<file path="src/rtl/adding_machine_pkg.sv">
`timescale 1ns/1ps
`default_nettype none
// ============================================================================
// Module   : adding_machine_pkg
// Brief    : Shared widths, arbiter state encoding and requester ids.
// Revision : 1.0 - initial release
// ============================================================================
package adding_machine_pkg;

  localparam int ADDR_W = 5;
  localparam int DATA_W = 8;

  typedef enum logic [1:0] {
    ST_IDLE   = 2'd0,
    ST_ACCESS = 2'd1,
    ST_ACK    = 2'd2
  } arb_state_t;

  typedef logic req_id_t;

  localparam req_id_t REQ_CPU = 1'b0;
  localparam req_id_t REQ_LDR = 1'b1;

  function automatic req_id_t rr_other(input req_id_t id);
    return ~id;
  endfunction

endpackage
`default_nettype wire

</file>
<file path="src/rtl/mem_arbiter_if.sv">
`timescale 1ns/1ps
`default_nettype none
// ============================================================================
// Module   : mem_arbiter_if
// Brief    : CPU port, loader port and shared memory bus of the arbiter.
// Revision : 1.0 - initial release
// ============================================================================
interface mem_arbiter_if;
  import adding_machine_pkg::*;

  logic              cpu_req;
  logic              cpu_we;
  logic [ADDR_W-1:0] cpu_addr;
  logic [DATA_W-1:0] cpu_wdata;
  logic              cpu_ack;
  logic [DATA_W-1:0] cpu_rdata;

  logic              ldr_req;
  logic              ldr_we;
  logic [ADDR_W-1:0] ldr_addr;
  logic [DATA_W-1:0] ldr_wdata;
  logic              ldr_ack;
  logic [DATA_W-1:0] ldr_rdata;

  logic [ADDR_W-1:0] mem_addr;
  logic [DATA_W-1:0] mem_wdata;
  logic              mem_read;
  logic              mem_write;
  logic [DATA_W-1:0] mem_rdata;

  logic              busy;

  // Arbiter side.
  modport slave (
    input  cpu_req, cpu_we, cpu_addr, cpu_wdata,
    output cpu_ack, cpu_rdata,
    input  ldr_req, ldr_we, ldr_addr, ldr_wdata,
    output ldr_ack, ldr_rdata,
    output mem_addr, mem_wdata, mem_read, mem_write,
    input  mem_rdata,
    output busy
  );

  // Requesters and memory side.
  modport master (
    output cpu_req, cpu_we, cpu_addr, cpu_wdata,
    input  cpu_ack, cpu_rdata,
    output ldr_req, ldr_we, ldr_addr, ldr_wdata,
    input  ldr_ack, ldr_rdata,
    input  mem_addr, mem_wdata, mem_read, mem_write,
    output mem_rdata,
    input  busy
  );

endinterface
`default_nettype wire

</file>
<file path="src/rtl/rr_arb2.sv">
`timescale 1ns/1ps
`default_nettype none
// ============================================================================
// Module   : rr_arb2
// Brief    : Combinational two-way round-robin picker.
// Revision : 1.0 - initial release
// ============================================================================
module rr_arb2
  import adding_machine_pkg::*;
(
  input  logic    req_cpu,
  input  logic    req_ldr,
  input  req_id_t last_grant,
  output req_id_t grant,
  output logic    valid
);

  // On a tie the side that did not win last time goes first.
  always_comb begin
    grant = REQ_CPU;
    if (req_cpu && req_ldr) begin
      grant = rr_other(last_grant);
    end else if (req_ldr) begin
      grant = REQ_LDR;
    end
  end

  assign valid = req_cpu | req_ldr;

endmodule
`default_nettype wire

</file>
<file path="src/rtl/mem_arbiter.sv">
`timescale 1ns/1ps
`default_nettype none
// ============================================================================
// Module   : mem_arbiter
// Brief    : Shares one fixed-latency memory between a CPU and a loader port.
// Revision : 1.0 - initial release
// ============================================================================
module mem_arbiter
  import adding_machine_pkg::*;
#(
  parameter int WAIT_CYCLES = 2
) (
  input  logic          clock,
  input  logic          reset,
  mem_arbiter_if.slave  bus
);

  localparam logic [3:0] C_CNT_LOAD = 4'(WAIT_CYCLES - 1);

  arb_state_t        r_state;
  logic [3:0]        r_count;
  req_id_t           r_last_grant;
  req_id_t           r_grant;
  logic              r_we;
  logic [ADDR_W-1:0] r_mem_addr;
  logic [DATA_W-1:0] r_mem_wdata;
  logic              r_mem_read;
  logic              r_mem_write;
  logic              r_cpu_ack;
  logic              r_ldr_ack;
  logic [DATA_W-1:0] r_cpu_rdata;
  logic [DATA_W-1:0] r_ldr_rdata;
  logic              r_busy;

  req_id_t           w_grant;
  logic              w_valid;
  logic              w_sel_we;
  logic [ADDR_W-1:0] w_sel_addr;
  logic [DATA_W-1:0] w_sel_wdata;

  rr_arb2 u_rr_arb2 (
    .req_cpu    (bus.cpu_req),
    .req_ldr    (bus.ldr_req),
    .last_grant (r_last_grant),
    .grant      (w_grant),
    .valid      (w_valid)
  );

  always_comb begin
    w_sel_we    = bus.cpu_we;
    w_sel_addr  = bus.cpu_addr;
    w_sel_wdata = bus.cpu_wdata;
    if (w_grant == REQ_LDR) begin
      w_sel_we    = bus.ldr_we;
      w_sel_addr  = bus.ldr_addr;
      w_sel_wdata = bus.ldr_wdata;
    end
  end

  always_ff @(posedge clock or posedge reset) begin
    if (reset) begin
      r_state      <= ST_IDLE;
      r_count      <= 4'd0;
      r_last_grant <= REQ_LDR;
      r_grant      <= REQ_CPU;
      r_we         <= 1'b0;
      r_mem_addr   <= '0;
      r_mem_wdata  <= '0;
      r_mem_read   <= 1'b0;
      r_mem_write  <= 1'b0;
      r_cpu_ack    <= 1'b0;
      r_ldr_ack    <= 1'b0;
      r_cpu_rdata  <= '0;
      r_ldr_rdata  <= '0;
      r_busy       <= 1'b0;
    end else begin
      case (r_state)
        ST_IDLE: begin
          r_cpu_ack <= 1'b0;
          r_ldr_ack <= 1'b0;
          if (w_valid) begin
            r_state      <= ST_ACCESS;
            r_count      <= C_CNT_LOAD;
            r_grant      <= w_grant;
            r_last_grant <= w_grant;
            r_we         <= w_sel_we;
            r_mem_addr   <= w_sel_addr;
            r_mem_wdata  <= w_sel_wdata;
            r_mem_read   <= ~w_sel_we;
            r_mem_write  <= w_sel_we;
            r_busy       <= 1'b1;
          end
        end

        ST_ACCESS: begin
          if (r_count == 4'd0) begin
            // Final access cycle: read data is valid on the bus now.
            if (!r_we) begin
              if (r_grant == REQ_LDR) begin
                r_ldr_rdata <= bus.mem_rdata;
              end else begin
                r_cpu_rdata <= bus.mem_rdata;
              end
            end
            r_mem_read  <= 1'b0;
            r_mem_write <= 1'b0;
            r_cpu_ack   <= (r_grant == REQ_CPU);
            r_ldr_ack   <= (r_grant == REQ_LDR);
            r_state     <= ST_ACK;
          end else begin
            r_count <= r_count - 4'd1;
          end
        end

        ST_ACK: begin
          r_cpu_ack <= 1'b0;
          r_ldr_ack <= 1'b0;
          r_busy    <= 1'b0;
          r_state   <= ST_IDLE;
        end

        default: begin
          r_state     <= ST_IDLE;
          r_mem_read  <= 1'b0;
          r_mem_write <= 1'b0;
          r_cpu_ack   <= 1'b0;
          r_ldr_ack   <= 1'b0;
          r_busy      <= 1'b0;
        end
      endcase
    end
  end

  assign bus.mem_addr  = r_mem_addr;
  assign bus.mem_wdata = r_mem_wdata;
  assign bus.mem_read  = r_mem_read;
  assign bus.mem_write = r_mem_write;
  assign bus.cpu_ack   = r_cpu_ack;
  assign bus.ldr_ack   = r_ldr_ack;
  assign bus.cpu_rdata = r_cpu_rdata;
  assign bus.ldr_rdata = r_ldr_rdata;
  assign bus.busy      = r_busy;

endmodule
`default_nettype wire

</file>
<file path="src/flat_wrapper.sv">
// flat-port wrapper written by rule: the top's interface ports become plain ports
module mem_arbiter_flat import adding_machine_pkg::*;
#(
  parameter int WAIT_CYCLES = 2
)
  (clock, reset, bus_cpu_req, bus_cpu_we, bus_cpu_addr, bus_cpu_wdata, bus_cpu_ack, bus_cpu_rdata, bus_ldr_req, bus_ldr_we, bus_ldr_addr, bus_ldr_wdata, bus_ldr_ack, bus_ldr_rdata, bus_mem_addr, bus_mem_wdata, bus_mem_read, bus_mem_write, bus_mem_rdata, bus_busy);
  mem_arbiter_if bus_i ();
  input  logic clock;
  input  logic reset;
  input wire logic [$bits(bus_i.cpu_req)-1:0] bus_cpu_req;
  input wire logic [$bits(bus_i.cpu_we)-1:0] bus_cpu_we;
  input wire logic [$bits(bus_i.cpu_addr)-1:0] bus_cpu_addr;
  input wire logic [$bits(bus_i.cpu_wdata)-1:0] bus_cpu_wdata;
  output wire logic [$bits(bus_i.cpu_ack)-1:0] bus_cpu_ack;
  output wire logic [$bits(bus_i.cpu_rdata)-1:0] bus_cpu_rdata;
  input wire logic [$bits(bus_i.ldr_req)-1:0] bus_ldr_req;
  input wire logic [$bits(bus_i.ldr_we)-1:0] bus_ldr_we;
  input wire logic [$bits(bus_i.ldr_addr)-1:0] bus_ldr_addr;
  input wire logic [$bits(bus_i.ldr_wdata)-1:0] bus_ldr_wdata;
  output wire logic [$bits(bus_i.ldr_ack)-1:0] bus_ldr_ack;
  output wire logic [$bits(bus_i.ldr_rdata)-1:0] bus_ldr_rdata;
  output wire logic [$bits(bus_i.mem_addr)-1:0] bus_mem_addr;
  output wire logic [$bits(bus_i.mem_wdata)-1:0] bus_mem_wdata;
  output wire logic [$bits(bus_i.mem_read)-1:0] bus_mem_read;
  output wire logic [$bits(bus_i.mem_write)-1:0] bus_mem_write;
  input wire logic [$bits(bus_i.mem_rdata)-1:0] bus_mem_rdata;
  output wire logic [$bits(bus_i.busy)-1:0] bus_busy;
  assign bus_i.cpu_req = bus_cpu_req;
  assign bus_i.cpu_we = bus_cpu_we;
  assign bus_i.cpu_addr = bus_cpu_addr;
  assign bus_i.cpu_wdata = bus_cpu_wdata;
  assign bus_cpu_ack = bus_i.cpu_ack;
  assign bus_cpu_rdata = bus_i.cpu_rdata;
  assign bus_i.ldr_req = bus_ldr_req;
  assign bus_i.ldr_we = bus_ldr_we;
  assign bus_i.ldr_addr = bus_ldr_addr;
  assign bus_i.ldr_wdata = bus_ldr_wdata;
  assign bus_ldr_ack = bus_i.ldr_ack;
  assign bus_ldr_rdata = bus_i.ldr_rdata;
  assign bus_mem_addr = bus_i.mem_addr;
  assign bus_mem_wdata = bus_i.mem_wdata;
  assign bus_mem_read = bus_i.mem_read;
  assign bus_mem_write = bus_i.mem_write;
  assign bus_i.mem_rdata = bus_mem_rdata;
  assign bus_busy = bus_i.busy;
  mem_arbiter #(.WAIT_CYCLES(WAIT_CYCLES)) u_core (.clock(clock), .reset(reset), .bus(bus_i));
endmodule
</file>
<file path="config.mk">
export PLATFORM = sky130hd
export DESIGN_NAME = mem_arbiter_flat
export DESIGN_NICKNAME = d
export VERILOG_FILES = /design/src/rtl/adding_machine_pkg.sv /design/src/rtl/mem_arbiter_if.sv /design/src/rtl/rr_arb2.sv /design/src/rtl/mem_arbiter.sv /design/src/flat_wrapper.sv
export SDC_FILE = /design/constraint.sdc
export NUM_CORES = 1
export LEC_CHECK = 0
export BUFFER_PORTS_ARGS = -buffer_cell sky130_fd_sc_hd__buf_2
export CAP_MARGIN = 20
export CORE_ASPECT_RATIO = 1.5
export CORE_MARGIN = 2
export CORE_UTILIZATION = 48
export CTS_CLUSTER_DIAMETER = 60
export DETAILED_ROUTE_END_ITERATION = 10
export HOLD_SLACK_MARGIN = 0.02
export PLACE_DENSITY = 0.8
export SYNTH_ARGS = -nofsm -noshare
export SYNTH_HDL_FRONTEND = slang
export SYNTH_HIERARCHICAL = 1
export SYNTH_SLANG_ARGS = --single-unit
</file>
<file path="constraint.sdc">
create_clock -name clock -period 2.7 [get_ports clock]
set_clock_uncertainty 0.15 [all_clocks]
set_input_delay 0 -clock clock [delete_from_list [all_inputs] [get_ports clock]]
set_output_delay 0 -clock clock [all_outputs]
set_load 0.1 [all_outputs]
</file>
* Word level (Yosys, flattened, before mapping)
Index checks and enable logic that the tools add are counted.
** Storage, ports and cells
- Output and inout port bits :: 34
- Input port bits :: 40
- Register bits :: 43
- Logic and storage cells :: 60
** Operators by class
- $add $sub $neg :: 1
- Equality and inequality tests :: 5
- Reduce and logical (&&, ||, !) cells :: 11
- Bitwise operators :: 7
- Multiplexer cells :: 22
** Operators with widths (number)
- 2-to-1 mux 1 bit :: 11
- 2-to-1 mux 4 bit :: 2
- 2-to-1 mux 8 bit :: 1
- one-hot mux 4 bit (2 select lines) :: 1
- AND reduction 4 bit :: 2
- NOT 1 bit :: 6
- one-hot mux 1 bit (3 select lines) :: 2
- AND reduction 2 bit :: 3
- AND reduction 3 bit :: 2
- 2-to-1 mux 5 bit :: 1
- zero test 4 bit :: 1
- 2-to-1 mux 2 bit :: 2
- != test 2 bit (second input constant) :: 2
- one-hot mux 2 bit (2 select lines) :: 1
- subtractor 4 x 1 -> 4 bit (second input constant) :: 1
- equality test 2 x 1 -> 1 bit (second input constant) :: 1
- equality test 2 bit (second input constant) :: 1
- zero test 2 bit :: 1
- != test 2 x 1 -> 1 bit (second input constant) :: 1
- one-hot mux 1 bit (2 select lines) :: 1
- nonzero test 2 bit :: 1
- logical AND 1 bit :: 1
- OR 1 bit :: 1

* Depth between registers and ports, before layout
- Depth after elaboration :: 6
- Gate-level depth with buffers :: 7
- Gate-level depth less buffers :: 5

* By module
Netlist, hierarchy kept.
** Modules (own cells, without submodules)
- mem_arbiter :: area an instance 1878.1 um2, cells each 152, instances 1, seq. area each 1077.3 um2
- rr_arb2 :: area an instance 13.8 um2, cells each 2, instances 1, seq. area each 0.0 um2

* Least setup slack after synthesis
Ideal clock, no wire load.
- Path type :: register to register
- Start point :: register u_core.r_count[0]
- End point :: register u_core.r_cpu_rdata[0] (netlist: u_core/bus.cpu_rdata[0])
- Stages on the path, launching flop included :: 8
- Setup time :: 125 ps
- Data required time :: 2425 ps
- Path buffers :: 2
- Clock period less this slack :: 2205 ps
- Data arrival time :: 1929 ps
- Path slack :: 495 ps
- Cells stage by stage :: dfrtp_1 -> inv_1 -> ha_1 -> or3b_1 -> buf_2 -> or4_4 -> buf_6 -> mux2_4
** On the way
- Longest elaborated chain between the ends :: 2
** Ends and longest elaborated chain
- start, declared :: line mem_arbiter.sv:21 : logic [3:0] r_count;
- start signal, assigned :: line mem_arbiter.sv:111 : r_count <= r_count - 4'd1;
- zero test 4 bit :: line mem_arbiter.sv:96 : if (r_count == 4'd0) begin
- AND reduction 4 bit (no source line)
- end signal, assigned :: line mem_arbiter.sv:102 : r_cpu_rdata <= bus.mem_rdata;
- end, declared :: line mem_arbiter.sv:31 : logic [DATA_W-1:0] r_cpu_rdata;
Every way passes these cells.
A chain may end at the register's enable or synchronous reset.

* Worst setup path in the final report
- Start point :: register u_core.r_count[1]
- End point :: register u_core.r_ldr_rdata[3] (netlist: u_core/bus.ldr_rdata[3])
** On the way
- Longest elaborated chain between the ends :: 2
** Ends and longest elaborated chain
- zero test 4 bit :: line mem_arbiter.sv:96
- AND reduction 4 bit (no source line)
- end signal, assigned :: line mem_arbiter.sv:100 : r_ldr_rdata <= bus.mem_rdata;
- end, declared :: line mem_arbiter.sv:32 : logic [DATA_W-1:0] r_ldr_rdata;
Every way passes these cells.

==> run summary <==
The run finished with clean final reports. Measured against its own limit, the worst slew margin works out to 52.2%. The number of placement rows came out at 28. The total track usage was 22.8%; the synthesized area divided by synthesized cell count was 12.3 sq um. The library cell used most frequently in the layout, excluding fill and tap cells, is sky130_fd_sc_hd__buf_2. Entering global routing, the biggest net connects 21 pins.

The worst setup path is captured at a flop. The worst setup path is launched from a flop. The signal on the critical path passes through inv_1 > ha_1 > nor3b_1 > nand4b_1 > mux2_2. Setup repair after global routing left no endpoint under its margin. After routing the design area is 2820 sq um. Area added between synthesis and finish: 49.1%. The share of the Yosys chip area taken by registers is 56.9%.

For this configuration, the core starts out at a cell density of 49.1%. The worst min-delay path category was primary input to flop. The worst register-to-register path has a depth of 5. At the worst endpoint, the required time is 2.73 ns. The placed instances occupy a cell area of 2310 sq um. The tools report the count of different cell masters after synthesis as 30. The global-route wire length before repair is 7930 microns, and the final number of setup-violating endpoints is 0.

For the quantity of hold-fixing buffers added after cts, the log shows 37. At the end of routability-driven placement, the weighted congestion stood at 0.824. After clock tree synthesis, the clock-pin slew on the worst setup and hold paths is 0.08 ns. Aggregate routed wire length: 4840 microns.

The number of stages on the worst hold path was 4; the final worst-path cycle share was 84.2%. The run gives 3850 sq um as the core outline area. The fraction of layout instances using a drive strength above 1 came out at 41.0%. For the detailed placement HPWL, the log shows 2950 microns. The kind of critical path is flop to flop. Input and output buffers added on the ports amount to 73. The H-tree generated during clock tree synthesis spans 2 levels.

Once detail routing completed, the nets flagged for antenna violations numbered 0. The tools report the latest clock arrival within the worst-skew pair as 0.29 ns. The logs give 0 for the number of hold violations in the final report and 0.441 ns for the worst-case setup slack after placement. Including well taps, the total number of placed cells is 268.

The die covers 4470 sq um. Synthesis produced 154 cells. Static timing analysis puts the maximum clock frequency at 440 MHz. The post-route minimum period works out to 2.27 ns.

Post-CTS repair changed the size of 0 cells. In this design, the stage delay of the slowest critical-path cell is 0.46 ns. For this run the aggregate overflow at the end of global routing stands at 0. After clock tree synthesis, the setup repair step added 0 buffers. Cell at the root of the clock tree: sky130_fd_sc_hd__clkbuf_8. The first routing iteration left 19 violations. The number of max-slew violations in the final report was 0; the transition at the pin with the smallest max-transition slack was 0.715 ns. The layout net count came out at 309. The post-route DRC violation count is 0, and the number of antenna violations at the first check in global routing is 0. Detailed-route via count: 1612.

In the layout the commonest cells are sky130_fd_sc_hd__buf_2 (73), sky130_fd_sc_hd__dfrtp_1 (42), sky130_fd_sc_hd__dlygate4sd3_1 (37), sky130_fd_sc_hd__a21oi_1 (16), sky130_fd_sc_hd__nor2_1 (14). Dividing the detail-routed via count by the number of cells gives 5.15. The maximum fanout along the worst path is 8, and the routed length per instance is 15.4 microns.

In the final timing run, aggregate negative setup slack is 0 ns. The synthesized flop and latch total is 43, and the fill cell total of the finished layout is 261. For the number of global-route vias before repair, the log shows 1719.

The tree built by TritonCTS fans out to 43 sinks. Max-cap violations in this run came to 0. The number of diodes is 0, and the register-to-register path setup slack is 0.43 ns. For the count of warnings emitted by yosys, the log shows 6. The number of buffers created by CTS is 5, and the final worst setup slack is 0.426 ns. The horizontal die dimension came out at 55.3 microns. The die is 80.9 microns tall. In this run the deepest clock path goes through 2 buffers. Summing every instance area after synthesis gives 1890 sq um.

The tools report the number of iterations in the first detailed-routing pass as 4. The I/O pin total is 74. On the critical path, the stage with the largest delay is an instance of sky130_fd_sc_hd__nor3b_1.

TritonCTS built the clock tree. The post-route non-filler standard cell count is 313. The run gives 2.30 ns as the worst endpoint data arrival time. When the netlist entered floorplanning its net count stood at 196.
==> state kept, by name (all words and copies together), names as in the netlist <==
name,count
u_core/bus.cpu_rdata,8
u_core/bus.ldr_rdata,8
u_core/bus.mem_wdata,8
u_core/bus.mem_addr,5
u_core/r_count,4
u_core/r_state,2
u_core/bus.busy,1
u_core/bus.cpu_ack,1
u_core/bus.ldr_ack,1
u_core/bus.mem_read,1
u_core/bus.mem_write,1
u_core/r_grant,1
u_core/r_last_grant,1
u_core/r_we,1
==> final cells by class <==
cell class / instances / area [sq um] / share of cell area [%]
Clock buffer: 5 / 68.8 / 2.44
Clock inverter: 3 / 67.6 / 2.40
Inverter: 4 / 15.0 / 0.532
Multi-Input combinational cell: 99 / 769 / 27.3
Sequential cell: 43 / 1080 / 38.2
Tap cell: 45 / 56.3 / 2.00
Timing Repair Buffer: 114 / 766 / 27.2
==> synthesized netlist by cell type <==
cell type                  instances  area [sq um]
sky130_fd_sc_hd__nand4b_1          1          8.76
sky130_fd_sc_hd__nor2b_1           2          12.5
sky130_fd_sc_hd__o21ai_0           3          15.0
sky130_fd_sc_hd__dfstp_2           1          26.3
sky130_fd_sc_hd__or3_1             1          6.26
sky130_fd_sc_hd__nor3_1            2          10.0
sky130_fd_sc_hd__or2_1             1          6.26
sky130_fd_sc_hd__o22ai_1           2          12.5
sky130_fd_sc_hd__dfrtp_1          42          1050
sky130_fd_sc_hd__nand2b_1          3          18.8
sky130_fd_sc_hd__nor2_1           14          52.6
sky130_fd_sc_hd__ha_1              2          25.0
sky130_fd_sc_hd__or4_4             1          11.3
sky130_fd_sc_hd__clkbuf_1          6          22.5
sky130_fd_sc_hd__mux2_4            8           120
sky130_fd_sc_hd__a21boi_1          1          7.51
sky130_fd_sc_hd__mux2i_1          13           130
sky130_fd_sc_hd__nand2_1           4          15.0
sky130_fd_sc_hd__o21bai_1          1          7.51
sky130_fd_sc_hd__nor3b_1           2          15.0
sky130_fd_sc_hd__inv_1             4          15.0
sky130_fd_sc_hd__nand3b_1          2          15.0
sky130_fd_sc_hd__nand3_1           4          20.0
sky130_fd_sc_hd__a21oi_1          16          80.1
sky130_fd_sc_hd__buf_6             1          11.3
sky130_fd_sc_hd__mux2_2           13           146
sky130_fd_sc_hd__a22o_1            1          8.76
sky130_fd_sc_hd__o21a_1            1          7.51
sky130_fd_sc_hd__buf_2             1          5.00
sky130_fd_sc_hd__or3b_1            1          8.76
==> per-stage QoR <==
step | hold slack [ns] | utilization (%)
5_1_grt | 0.0870 | 73.2
2_1_floorplan | -0.00149 | -
3_3_place_gp | -0.0652 | 60.0
4_1_cts | 0.0310 | 73.2
3_5_place_dp | -0.0747 | 60.0
6_report | 0.0418 | 73.2
==> path summary, 6_finish.rpt <==
check                                        start                       to
max                              u_core/r_count[1]  u_core/bus.ldr_rdata[3]
max reg2reg                      u_core/r_count[1]  u_core/bus.ldr_rdata[3]
max in group asynchronous                    reset  u_core/bus.cpu_rdata[4]
min                                    bus_ldr_req          u_core/bus.busy
min in group asynchronous                    reset  u_core/bus.cpu_rdata[5]
min reg2reg                u_core/bus.cpu_rdata[1]  u_core/bus.cpu_rdata[1]
==> worst max-delay path, delay by kind of cell, from the launching register on <==
| kind | cells | cell delay, ns |
|---|---|---|
| adders and majority gates | 1 | 0.18 |
| buffers and inverters | 1 | 0.10 |
| DFF | 1 | 0.39 |
| muxes | 1 | 0.42 |
| and+or+nand+nor | 2 | 0.92 |
==> layer usage <==
layer / vias to the layer above / share of wire, % / GRT usage, %
met3: 12 / 6.7 / 5.89
li1: 759 / - / -
met5: - / 0 / 0
met4: 0 / 2.2 / 8.29
met2: 72 / 56 / 45.0
met1: 769 / 35 / 22.7
==> cells by family (layout without fill, tap and decap cells) <==
| group | after synthesis | after routing | share of synthesized area (%) |
|---|---|---|---|
| AO/OA/AOI/OAI | 25 | 25 | 7.34 |
| adder cells (fa/ha/maj) | 2 | 2 | 1.32 |
| buffers and inverters | 12 | 126 | 2.84 |
| flip-flops | 43 | 43 | 56.9 |
| multiplexers | 34 | 34 | 21.0 |
| AND/OR/NAND/NOR | 38 | 38 | 10.6 |
Power is left out: the tool's default activity adds up to more than one toggle a clock period on the data nets, which glitch-free logic cannot reach.
